`config.mk`:
```
export PLATFORM = sky130hd
export DESIGN_NAME = lcd_hex_writer
export DESIGN_NICKNAME = d
export VERILOG_FILES = /design/src/rtl/lcd_hex_writer.sv
export SDC_FILE = /design/constraint.sdc
export NUM_CORES = 1
export LEC_CHECK = 0
export ABC_AREA = 1
export CAP_MARGIN = 15
export CORE_ASPECT_RATIO = 1.2
export CORE_MARGIN = 2
export CORE_UTILIZATION = 45
export CTS_BUF_LIST = sky130_fd_sc_hd__clkbuf_16
export CTS_CLUSTER_DIAMETER = 120
export DETAILED_ROUTE_END_ITERATION = 7
export GPL_ROUTABILITY_DRIVEN = 0
export SLEW_MARGIN = 10
export SYNTH_ARGS = -nofsm -noshare
export SYNTH_HDL_FRONTEND = slang
export SYNTH_SLANG_ARGS = --single-unit
```
`constraint.sdc`:
```
create_clock -name clk -period 2.8 [get_ports clk]
set_input_delay 0.56 -clock clk [delete_from_list [all_inputs] [get_ports clk]]
set_output_delay 0.56 -clock clk [all_outputs]
set_load 0.05 [all_outputs]
```
`src/rtl/lcd_hex_writer.sv`:
```
// Drains a byte stream into an HD44780 LCD: power-up init, then each byte is shown
// as two upper-case hex characters at DDRAM 0x00 over an 8-bit bus with counted timing.
module lcd_hex_writer #(
  parameter int FIFO_DEPTH    = 4,
  parameter int FIFO_AW       = 2,
  parameter int T_POWERUP_CYC = 750000,
  parameter int T_EN_HIGH_CYC = 12,
  parameter int T_CMD_CYC     = 2500,
  parameter int T_CLEAR_CYC   = 82000
) (
  input  logic       clk,
  input  logic       rst,
  input  logic [7:0] lcd_data,
  input  logic       lcd_data_valid,
  output logic       busy,
  output logic       init_done,
  output logic       overflow,
  output logic       lcd_rs,
  output logic       lcd_rw,
  output logic       lcd_e,
  output logic [7:0] lcd_db
);

  localparam int T_MAX_A = (T_POWERUP_CYC > T_EN_HIGH_CYC) ? T_POWERUP_CYC : T_EN_HIGH_CYC;
  localparam int T_MAX_B = (T_CMD_CYC > T_CLEAR_CYC) ? T_CMD_CYC : T_CLEAR_CYC;
  localparam int T_MAX   = (T_MAX_A > T_MAX_B) ? T_MAX_A : T_MAX_B;
  localparam int CW      = $clog2(T_MAX + 1);

  typedef enum logic [2:0] {
    S_PWRUP, S_SETUP, S_EHIGH, S_WAIT, S_IDLE, S_POP
  } state_t;

  // Write steps 0-5 are the init commands, 6 is the address set, 7/8 the two hex digits.
  localparam logic [3:0] SEQ_LAST_INIT = 4'd5;
  localparam logic [3:0] SEQ_ADDR      = 4'd6;
  localparam logic [3:0] SEQ_LAST_DATA = 4'd8;

  state_t            state_q, state_d;
  logic [CW-1:0]     cnt_q, cnt_d, lim;
  logic [3:0]        seq_q, seq_d;
  logic              rs_q, rs_d;
  logic [7:0]        db_q, db_d;
  logic [7:0]        byte_q, byte_d;
  logic              init_done_q, init_done_d;
  logic              busy_q, busy_d;
  logic              overflow_q, overflow_d;
  logic              pop;

  logic [7:0]         mem_q [FIFO_DEPTH];
  logic [FIFO_AW-1:0] wr_ptr_q, rd_ptr_q;
  logic [FIFO_AW:0]   count_q, count_d;
  logic               full, push;

  function automatic logic [7:0] hex_char(input logic [3:0] n);
    return (n < 4'd10) ? (8'h30 + {4'd0, n}) : (8'h37 + {4'd0, n});
  endfunction

  function automatic logic [8:0] step_word(input logic [3:0] seq, input logic [7:0] b);
    case (seq)
      4'd0, 4'd1, 4'd2: return {1'b0, 8'h38};
      4'd3:             return {1'b0, 8'h0C};
      4'd4:             return {1'b0, 8'h06};
      4'd5:             return {1'b0, 8'h01};
      4'd6:             return {1'b0, 8'h80};
      4'd7:             return {1'b1, hex_char(b[7:4])};
      4'd8:             return {1'b1, hex_char(b[3:0])};
      default:          return 9'h000;
    endcase
  endfunction

  assign full = (count_q == (FIFO_AW + 1)'(FIFO_DEPTH));
  assign push = lcd_data_valid & ~full;

  // Dwell length of the current state; the clear command needs the long wait.
  always_comb begin
    lim = CW'(1);
    case (state_q)
      S_PWRUP: lim = CW'(T_POWERUP_CYC);
      S_EHIGH: lim = CW'(T_EN_HIGH_CYC);
      S_WAIT:  lim = (!rs_q && db_q == 8'h01) ? CW'(T_CLEAR_CYC) : CW'(T_CMD_CYC);
      default: lim = CW'(1);
    endcase
  end

  always_comb begin
    state_d     = state_q;
    cnt_d       = cnt_q;
    seq_d       = seq_q;
    rs_d        = rs_q;
    db_d        = db_q;
    byte_d      = byte_q;
    init_done_d = init_done_q;
    pop         = 1'b0;
    case (state_q)
      S_PWRUP: begin
        if (cnt_q == lim - CW'(1)) begin
          state_d = S_SETUP;
          seq_d   = 4'd0;
          cnt_d   = '0;
        end else begin
          cnt_d = cnt_q + CW'(1);
        end
      end
      S_SETUP: begin
        state_d = S_EHIGH;
        cnt_d   = '0;
      end
      S_EHIGH: begin
        if (cnt_q == lim - CW'(1)) begin
          state_d = S_WAIT;
          cnt_d   = '0;
        end else begin
          cnt_d = cnt_q + CW'(1);
        end
      end
      S_WAIT: begin
        if (cnt_q == lim - CW'(1)) begin
          cnt_d = '0;
          if (seq_q == SEQ_LAST_INIT) begin
            init_done_d = 1'b1;
            state_d     = S_IDLE;
          end else if (seq_q == SEQ_LAST_DATA) begin
            state_d = S_IDLE;
          end else begin
            seq_d   = seq_q + 4'd1;
            state_d = S_SETUP;
          end
        end else begin
          cnt_d = cnt_q + CW'(1);
        end
      end
      S_IDLE: begin
        if (count_q != '0) begin
          pop     = 1'b1;
          byte_d  = mem_q[rd_ptr_q];
          state_d = S_POP;
        end
      end
      S_POP: begin
        seq_d   = SEQ_ADDR;
        state_d = S_SETUP;
      end
      default: state_d = S_PWRUP;
    endcase
    // rs/db change only on SETUP entry and hold through the rest of the write.
    if (state_d == S_SETUP) {rs_d, db_d} = step_word(seq_d, byte_d);
  end

  always_comb begin
    count_d = count_q;
    case ({push, pop})
      2'b10:   count_d = count_q + (FIFO_AW + 1)'(1);
      2'b01:   count_d = count_q - (FIFO_AW + 1)'(1);
      default: count_d = count_q;
    endcase
    overflow_d = lcd_data_valid & full;
    busy_d     = (state_d != S_IDLE) | (count_d != '0);
  end

  always_ff @(posedge clk) begin
    if (push) mem_q[wr_ptr_q] <= lcd_data;
  end

  always_ff @(posedge clk) begin
    if (rst) begin
      state_q     <= S_PWRUP;
      cnt_q       <= '0;
      seq_q       <= '0;
      rs_q        <= 1'b0;
      db_q        <= 8'h00;
      byte_q      <= 8'h00;
      init_done_q <= 1'b0;
      busy_q      <= 1'b1;
      overflow_q  <= 1'b0;
      wr_ptr_q    <= '0;
      rd_ptr_q    <= '0;
      count_q     <= '0;
    end else begin
      state_q     <= state_d;
      cnt_q       <= cnt_d;
      seq_q       <= seq_d;
      rs_q        <= rs_d;
      db_q        <= db_d;
      byte_q      <= byte_d;
      init_done_q <= init_done_d;
      busy_q      <= busy_d;
      overflow_q  <= overflow_d;
      count_q     <= count_d;
      if (push) wr_ptr_q <= wr_ptr_q + FIFO_AW'(1);
      if (pop)  rd_ptr_q <= rd_ptr_q + FIFO_AW'(1);
    end
  end

  assign busy      = busy_q;
  assign init_done = init_done_q;
  assign overflow  = overflow_q;
  assign lcd_rs    = rs_q;
  assign lcd_rw    = 1'b0;
  assign lcd_e     = (state_q == S_EHIGH);
  assign lcd_db    = db_q;

endmodule

```
==> results of run 1 <==
[metal layers]
metal / track usage, % / up-vias / share of wire [%]
li1: - / 2156 / -
met4: 8.06 / 0 / 2.1
met2: 34.5 / 73 / 49
met5: 0 / - / 0
met3: 3.80 / 16 / 3.3
met1: 23.6 / 1958 / 45
[layout make-up]
type	instances	area [um2]	share of cell area [%]
Sequential cell	88	2100	36.1
Multi-Input combinational cell	445	2460	42.3
Inverter	72	275	4.74
Clock inverter	7	75.1	1.29
Clock buffer	9	225	3.88
Tap cell	129	161	2.78
Timing Repair Buffer	61	520	8.96
[report_power, final]
group / leakage [nW] / internal [mW] / switching [mW]
registers: 0.750 / 1.35 / 0.0133
logic: 1.36 / 0.0452 / 0.0710
clock network: 0.144 / 0.631 / 0.574
total: 2.25 / 2.03 / 0.658
[flip-flops by register name, indices dropped and copies added (netlist names), named ones only]
register and count:
busy 1, byte_q 8, cnt_q 20, count_q 3, init_done 1, lcd_db 8, lcd_rs 1, mem_q 32
overflow 1, rd_ptr_q 2, seq_q 4, state_q 3, wr_ptr_q 2
[kinds of logic after synthesis]
group	after synthesis	share of synthesized area (%)
buffers and inverters	91	7.80
AO/OA/AOI/OAI	94	11.4
other	1	0.0785
AND/OR/NAND/NOR	319	30.1
multiplexers	9	1.88
XOR/XNOR	10	1.83
flip-flops	88	43.6
adder cells (fa/ha/maj)	12	3.30
[stage by stage]
stage               instances  total power [mW]  cell area, um2  TNS, ns
global route              811              2.79            5810   -0.112
CTS                       800              2.72            5580        0
global placement          784              1.51            5280        0
floorplan                 624              1.46            4780        0
detailed placement        784              1.51            5280        0
finish                    811              2.69            5810        0
[synth_stat cells (3+ instances only)]
master	count
nor3b_1	3
nand3_2	4
mux2i_1	9
a21oi_1	35
o221ai_1	3
edfxtp_1	32
nor2_4	7
nor3_1	9
buf_6	3
clkbuf_1	12
ha_1	11
inv_1	67
nand2_1	132
xnor2_1	3
nand2_2	5
o21ai_1	4
xor2_1	7
nor2_1	90
o21ai_0	32
nand3_1	47
o22ai_1	4
nand4_1	10
nor2_2	5
dfxtp_1	56
[worst max-delay path by stage]
| stage | to | depth (start not counted) |
|---|---|---|
| 2_1_floorplan | lcd_db[6] | 19 |
| 3_3_place_gp | lcd_db[4] | 18 |
| 3_5_place_dp | lcd_db[4] | 18 |
| 4_1_cts | lcd_db[4] | 18 |
| 5_1_grt | lcd_db[4] | 19 |
| 6_report | lcd_db[2] | 20 |
[worst reg2reg max path, cell delays in order (launching register included)]
cell	delay, ns
dfxtp_2	0.33
nor2_1	0.11
nand2_1	0.10
nor2_4	0.16
nand2_2	0.09
nand2_4	0.11
nand2_1	0.07
nand2_1	0.08
nand3_1	0.10
nor2_2	0.16
nand3_4	0.15
nand2_2	0.10
nand2_2	0.08
a21oi_4	0.18
buf_4	0.14
nor2_4	0.04
buf_4	0.13
nand2_1	0.09
nand2_1	0.08
o21bai_1	0.16
a21oi_1	0.08
[what timing repair did]
item,in CTS,in global routing
setup endpoints to repair,0,10
buffers inserted,0,11
hold buffers,0,0
gates resized for setup,0,42
==> impl_metrics.tcl, run 1 <==
set metrics [dict create \
    ir_drop_mv 0.415 \
    yosysWarnings 0 \
    die_area_mm2 0.0115 \
    clock_path_buffers 2 \
    cellPowerDensity_mw_per_mm2 462 \
    clock_latency_ns 0.34 \
    max_stage_delay_ns 0.33 \
    synth_area_per_cell_um2 7.66 \
    h-tree-depth 3 \
    rr_endpoint "lcd_db[2]" \
    hold_violations 0 \
    synth_cell_types 49 \
    yosys-top-cells-area "dfxtp_1, edfxtp_1, nand2_1" \
    cp.buffers_inverters 2 \
    worstSetupStartpoint "lcd_db[2]" \
    cts_tree "yes" \
    io_buffers 23 \
    critical_path.cell_chain "nor2_1 -> nand2_1 -> nor2_4 -> nand2_2 -> nand2_4 -> nand2_1 -> nand2_1 -> nand3_1 -> nor2_2 -> nand3_4 -> nand2_2 -> nand2_2 -> a21oi_4 -> buf_4 -> nor2_4 -> buf_4 -> nand2_1 -> nand2_1 -> o21bai_1 -> a21oi_1" \
    post-route-period-util_pct 95.5 \
    arrival_ns 2.88 \
    postLayoutSetupSlackWorst_ns 0.126 \
    fin_util_pct 55.8 \
    routed-via-count 4203 \
    drt_wl_total_mm 10.9 \
    grt-ovfl-total 0 \
    ant_nets 0 \
    synthesis.area_mm2 0.00478 \
    grt_max_degree 34 \
    start_util_pct 45.9 \
    ios 25 \
    hpwl_mm 7.97 \
    die-height_um 117 \
    ys.flop_type "dfxtp_1" \
    setup_viol 0 \
    holdPathStages 2 \
    relSlewSlack_pct 58.6 \
    crit_path_start_kind "flip-flop" \
    synth_largest_type_area_fraction_pct 23.5 \
    worst-slew-pin-transition_ns 0.621 \
    dr.pass1.iters 5 \
    whs_ns 0.457 \
    die_w_um 98.1 \
    grt_pass1_vias 3938 \
    rsz0062_at_grt "yes" \
    avgRoutedWirePerCell_um 13.5 \
    status "completed" \
    min_from "init_done" \
    ys_ff_latch 88 \
    drc 0 \
    drive_gt1_share_pct 17.0 \
    antenna_cells 0 \
    clockRootBuffer "clkbuf_16" \
    antenna_found_initial 0 \
    max_clock_freq_ghz 0.374 \
    hold_path.class "reg -> reg" \
    final.min_clock_period_ns 2.67 \
    synth_cells 624 \
    ys_seq_area_share_pct 43.6 \
    maxSlewViolCount 0 \
    grtUsageTotal_pct 19.6 \
    critical_path_class "reg -> reg" \
    p_leak_nw 2.25 \
    final_common_cell "nand2_1" \
    grt_first_pass_wirelength_mm 18.2 \
    layout_common_cells "nand2_1, nor2_1, inv_1" \
    async_reset_ff_share_pct 0 \
    vias_per_cell 5.18 \
    end_kind "flip-flop" \
    cts_buffers 9 \
    cts.sinks 88 \
    ff2ff_path_depth 20 \
    path_max_fanout 8 \
    syn_nets 647 \
    post-synth-top-area-cell "dfxtp_1" \
    cp_data_required_time_ns 3.01 \
    core_area_mm2 0.0104 \
    clk_pin_slew_ns 0.07 \
    cpLargestDelayFamily "simple AND/OR/NAND/NOR gates" \
    min_to "init_done" \
    crit_path_frequent_cell "nand2_1" \
    synth_edf_count 32 \
    fillers 958 \
    max-cap-violations 0 \
    fin_skew_ns 0.00763 \
    num_rows 41 \
    final_nets 700 \
    cp_slowest_cell "dfxtp_2" \
    timing.rr.start "lcd_db[2]" \
    preCtsSetupSlack_ns 0.0659 \
    areaGrowthSynthToFinish_pct 21.6 \
    reg2reg_setup_slack_ns 0.13 \
    drt_iter0_drc 191 \
]
(Power assumes the default switching activity.)
==> inputs of run 2 (changes only) <==
--- a/config.mk
+++ b/config.mk
@@ -14,6 +14,7 @@
 export CTS_CLUSTER_DIAMETER = 120
 export DETAILED_ROUTE_END_ITERATION = 7
 export GPL_ROUTABILITY_DRIVEN = 0
+export GPL_TIMING_DRIVEN = 0
 export SLEW_MARGIN = 10
 export SYNTH_ARGS = -nofsm -noshare
 export SYNTH_HDL_FRONTEND = slang
==> run 2 against run 1 <==
Effect of this change:
- sequential power hardly changed
- combinational power is 4% lower
- via count is 1.5% lower
- largest cell class unchanged
- critical path depth is 3 lower
- largest power group unchanged
- register-to-register slack better by 0.03 ns
==> impl_metrics.tcl, run 2 (synthesis gave the netlist of run 1 again) <==
set metrics [dict create \
    clock_latency_ns 0.35 \
    antenna_cells 0 \
    critical_path_class "reg -> reg" \
    fin_setup_tns_ns 0 \
    max_stage_delay_ns 0.36 \
    drt_iter0_drc 156 \
    cts_buffers 9 \
    ant_nets 0 \
    grtUsageTotal_pct 19.8 \
    die-height_um 117 \
    reg2reg_setup_slack_ns 0.16 \
    clockRootBuffer "clkbuf_16" \
    timing.rr.start "state_q[2]" \
    drive_gt1_share_pct 13.4 \
    regMostFlops "mem_q" \
    cp_data_required_time_ns 3.08 \
    fin_skew_ns 0.00496 \
    h-tree-depth 3 \
    vias_per_cell 5.14 \
    seqCellArea_mm2 0.00209 \
    ios 25 \
    relSlewSlack_pct 53.6 \
    worstSetupStartpoint "state_q[2]" \
    avgRoutedWirePerCell_um 13.7 \
    rr_endpoint "lcd_db[6]" \
    post_dp_cell_area_mm2 0.00516 \
    grt_max_degree 18 \
    post-route-period-util_pct 94.4 \
    grt-ovfl-total 0 \
    final_common_cell "nand2_1" \
    top_regs "mem_q (32), cnt_q (20)" \
    largest_reg_flops 32 \
    p_leak_nw 2.16 \
    grt_first_pass_wirelength_mm 18.0 \
    worst-slew-pin-transition_ns 0.694 \
    final_nets 695 \
    hpwl_mm 8.20 \
    post-place-cells 775 \
    die_area_mm2 0.0115 \
    final.min_clock_period_ns 2.64 \
    path_max_fanout 10 \
    dr.pass1.iters 4 \
    critical_path.cell_chain "inv_2 -> nand3_2 -> nand2_1 -> nand2_1 -> nand2_1 -> nand3_1 -> nor2_1 -> nand3_2 -> buf_6 -> nand3b_1 -> nand2_2 -> inv_1 -> nor2_4 -> nand2_2 -> o21ai_1 -> nand2_1 -> a21oi_2" \
    die_w_um 98.1 \
    maxSlewViolCount 0 \
    max_clock_freq_ghz 0.378 \
    crit_path_start_kind "flip-flop" \
    io_buffers 22 \
    clock_path_buffers 2 \
    arrival_ns 2.92 \
    hold_violations 0 \
    core_area_mm2 0.0104 \
    fillers 1039 \
    cp-endpoint "lcd_db[6]" \
    drc 0 \
    grt_pass1_vias 3852 \
    drt_wl_total_mm 11.0 \
    layout_common_cells "nand2_1, nor2_1, inv_1" \
    max-cap-violations 0 \
    fin_area_mm2 0.00566 \
    start_util_pct 45.9 \
    areaGrowthSynthToFinish_pct 18.5 \
    crit_path_frequent_cell "nand2_1" \
    end_kind "flip-flop" \
    num_rows 41 \
    cts_tree "yes" \
    clk_pin_slew_ns 0.07 \
    power_mw 2.65 \
    setup_viol 0 \
    antenna_found_initial 0 \
    cellPowerDensity_mw_per_mm2 468 \
    routed-via-count 4140 \
    ir_drop_mv 0.331 \
    cts.sinks 88 \
    multi_input_area_mm2 0.00241 \
    hold_path.class "reg -> reg" \
    layout.cells.non_filler 806 \
    status "completed" \
    cp_slowest_cell "dfxtp_2" \
    ff2ff_path_depth 17 \
]
-- run 2: cell types whose count changed in the layout (fill, tap and decap cells not counted), moves of 4 or more --
cell      change
buf_4        -22
clkbuf_1     +12
nand2_1       +6
nand2_2       -5
buf_6         +4
nor2_2        +4
-- run 2: cell type report --
type,count,share of cell area [%]
clock buffers,9,3.98
inverters,72,4.82
plain buffers,19,1.90
flip-flops and latches,88,36.9
clock inverters,7,1.06
multi-input cells,445,42.6
well taps,129,2.85
repair buffers,37,5.88
-- run 2: repair_timing --
action / 4_1_cts / 5_1_grt
buffers inserted: 0 / 15
resized for setup: 4 / 24
gates cloned: 0 / 0
hold buffers: 0 / 0
pin swaps: 0 / 9
setup endpoints to repair: 5 / 12
-- run 2: worst min-delay path by stage --
stage                     startpoint        end  slack, ns  cells after the start
after detailed placement   cnt_q[18]  cnt_q[18]       0.45                      2
after CTS                  cnt_q[18]  cnt_q[18]       0.46                      2
after global placement     init_done  init_done       0.44                      2
final                      cnt_q[18]  cnt_q[18]       0.45                      2
after floorplan            cnt_q[18]  cnt_q[18]       0.44                      2
after global routing       cnt_q[18]  cnt_q[18]       0.47                      2
-- run 2: worst max-delay path, delay by kind of cell, from the launching register on --
family,cells,cell delay [ns]
and+or+nand+nor,12,1.52
DFF,1,0.36
buffers and inverters,3,0.42
AOI/OAI and AO/OA,2,0.26
-- run 2: per-layer routing --
layer	GRT usage, %	vias to the layer above	share of wire (%)
met4	8.52	0	2.0
met3	3.38	16	3.2
met5	0	-	0
met2	34.5	83	49
met1	24.3	1894	45
li1	-	2147	-
-- run 2: stage by stage --
stage | util (%) | worst slack (ns) | hold slack (ns)
detailed placement | 49.6 | -0.0638 | 0.449
global route | 54.4 | -0.0381 | 0.467
finish | 54.4 | 0.157 | 0.454
floorplan | - | 0.256 | 0.436
CTS | 52.5 | 0.0473 | 0.458
global placement | 49.6 | -0.0324 | 0.442
-- run 2: report_power, final --
group          leakage (nW)  internal (mW)  switching (mW)
clock                 0.136          0.619           0.553
combinational          1.28         0.0394          0.0713
sequential            0.748           1.35          0.0147
total                  2.16           2.01           0.639
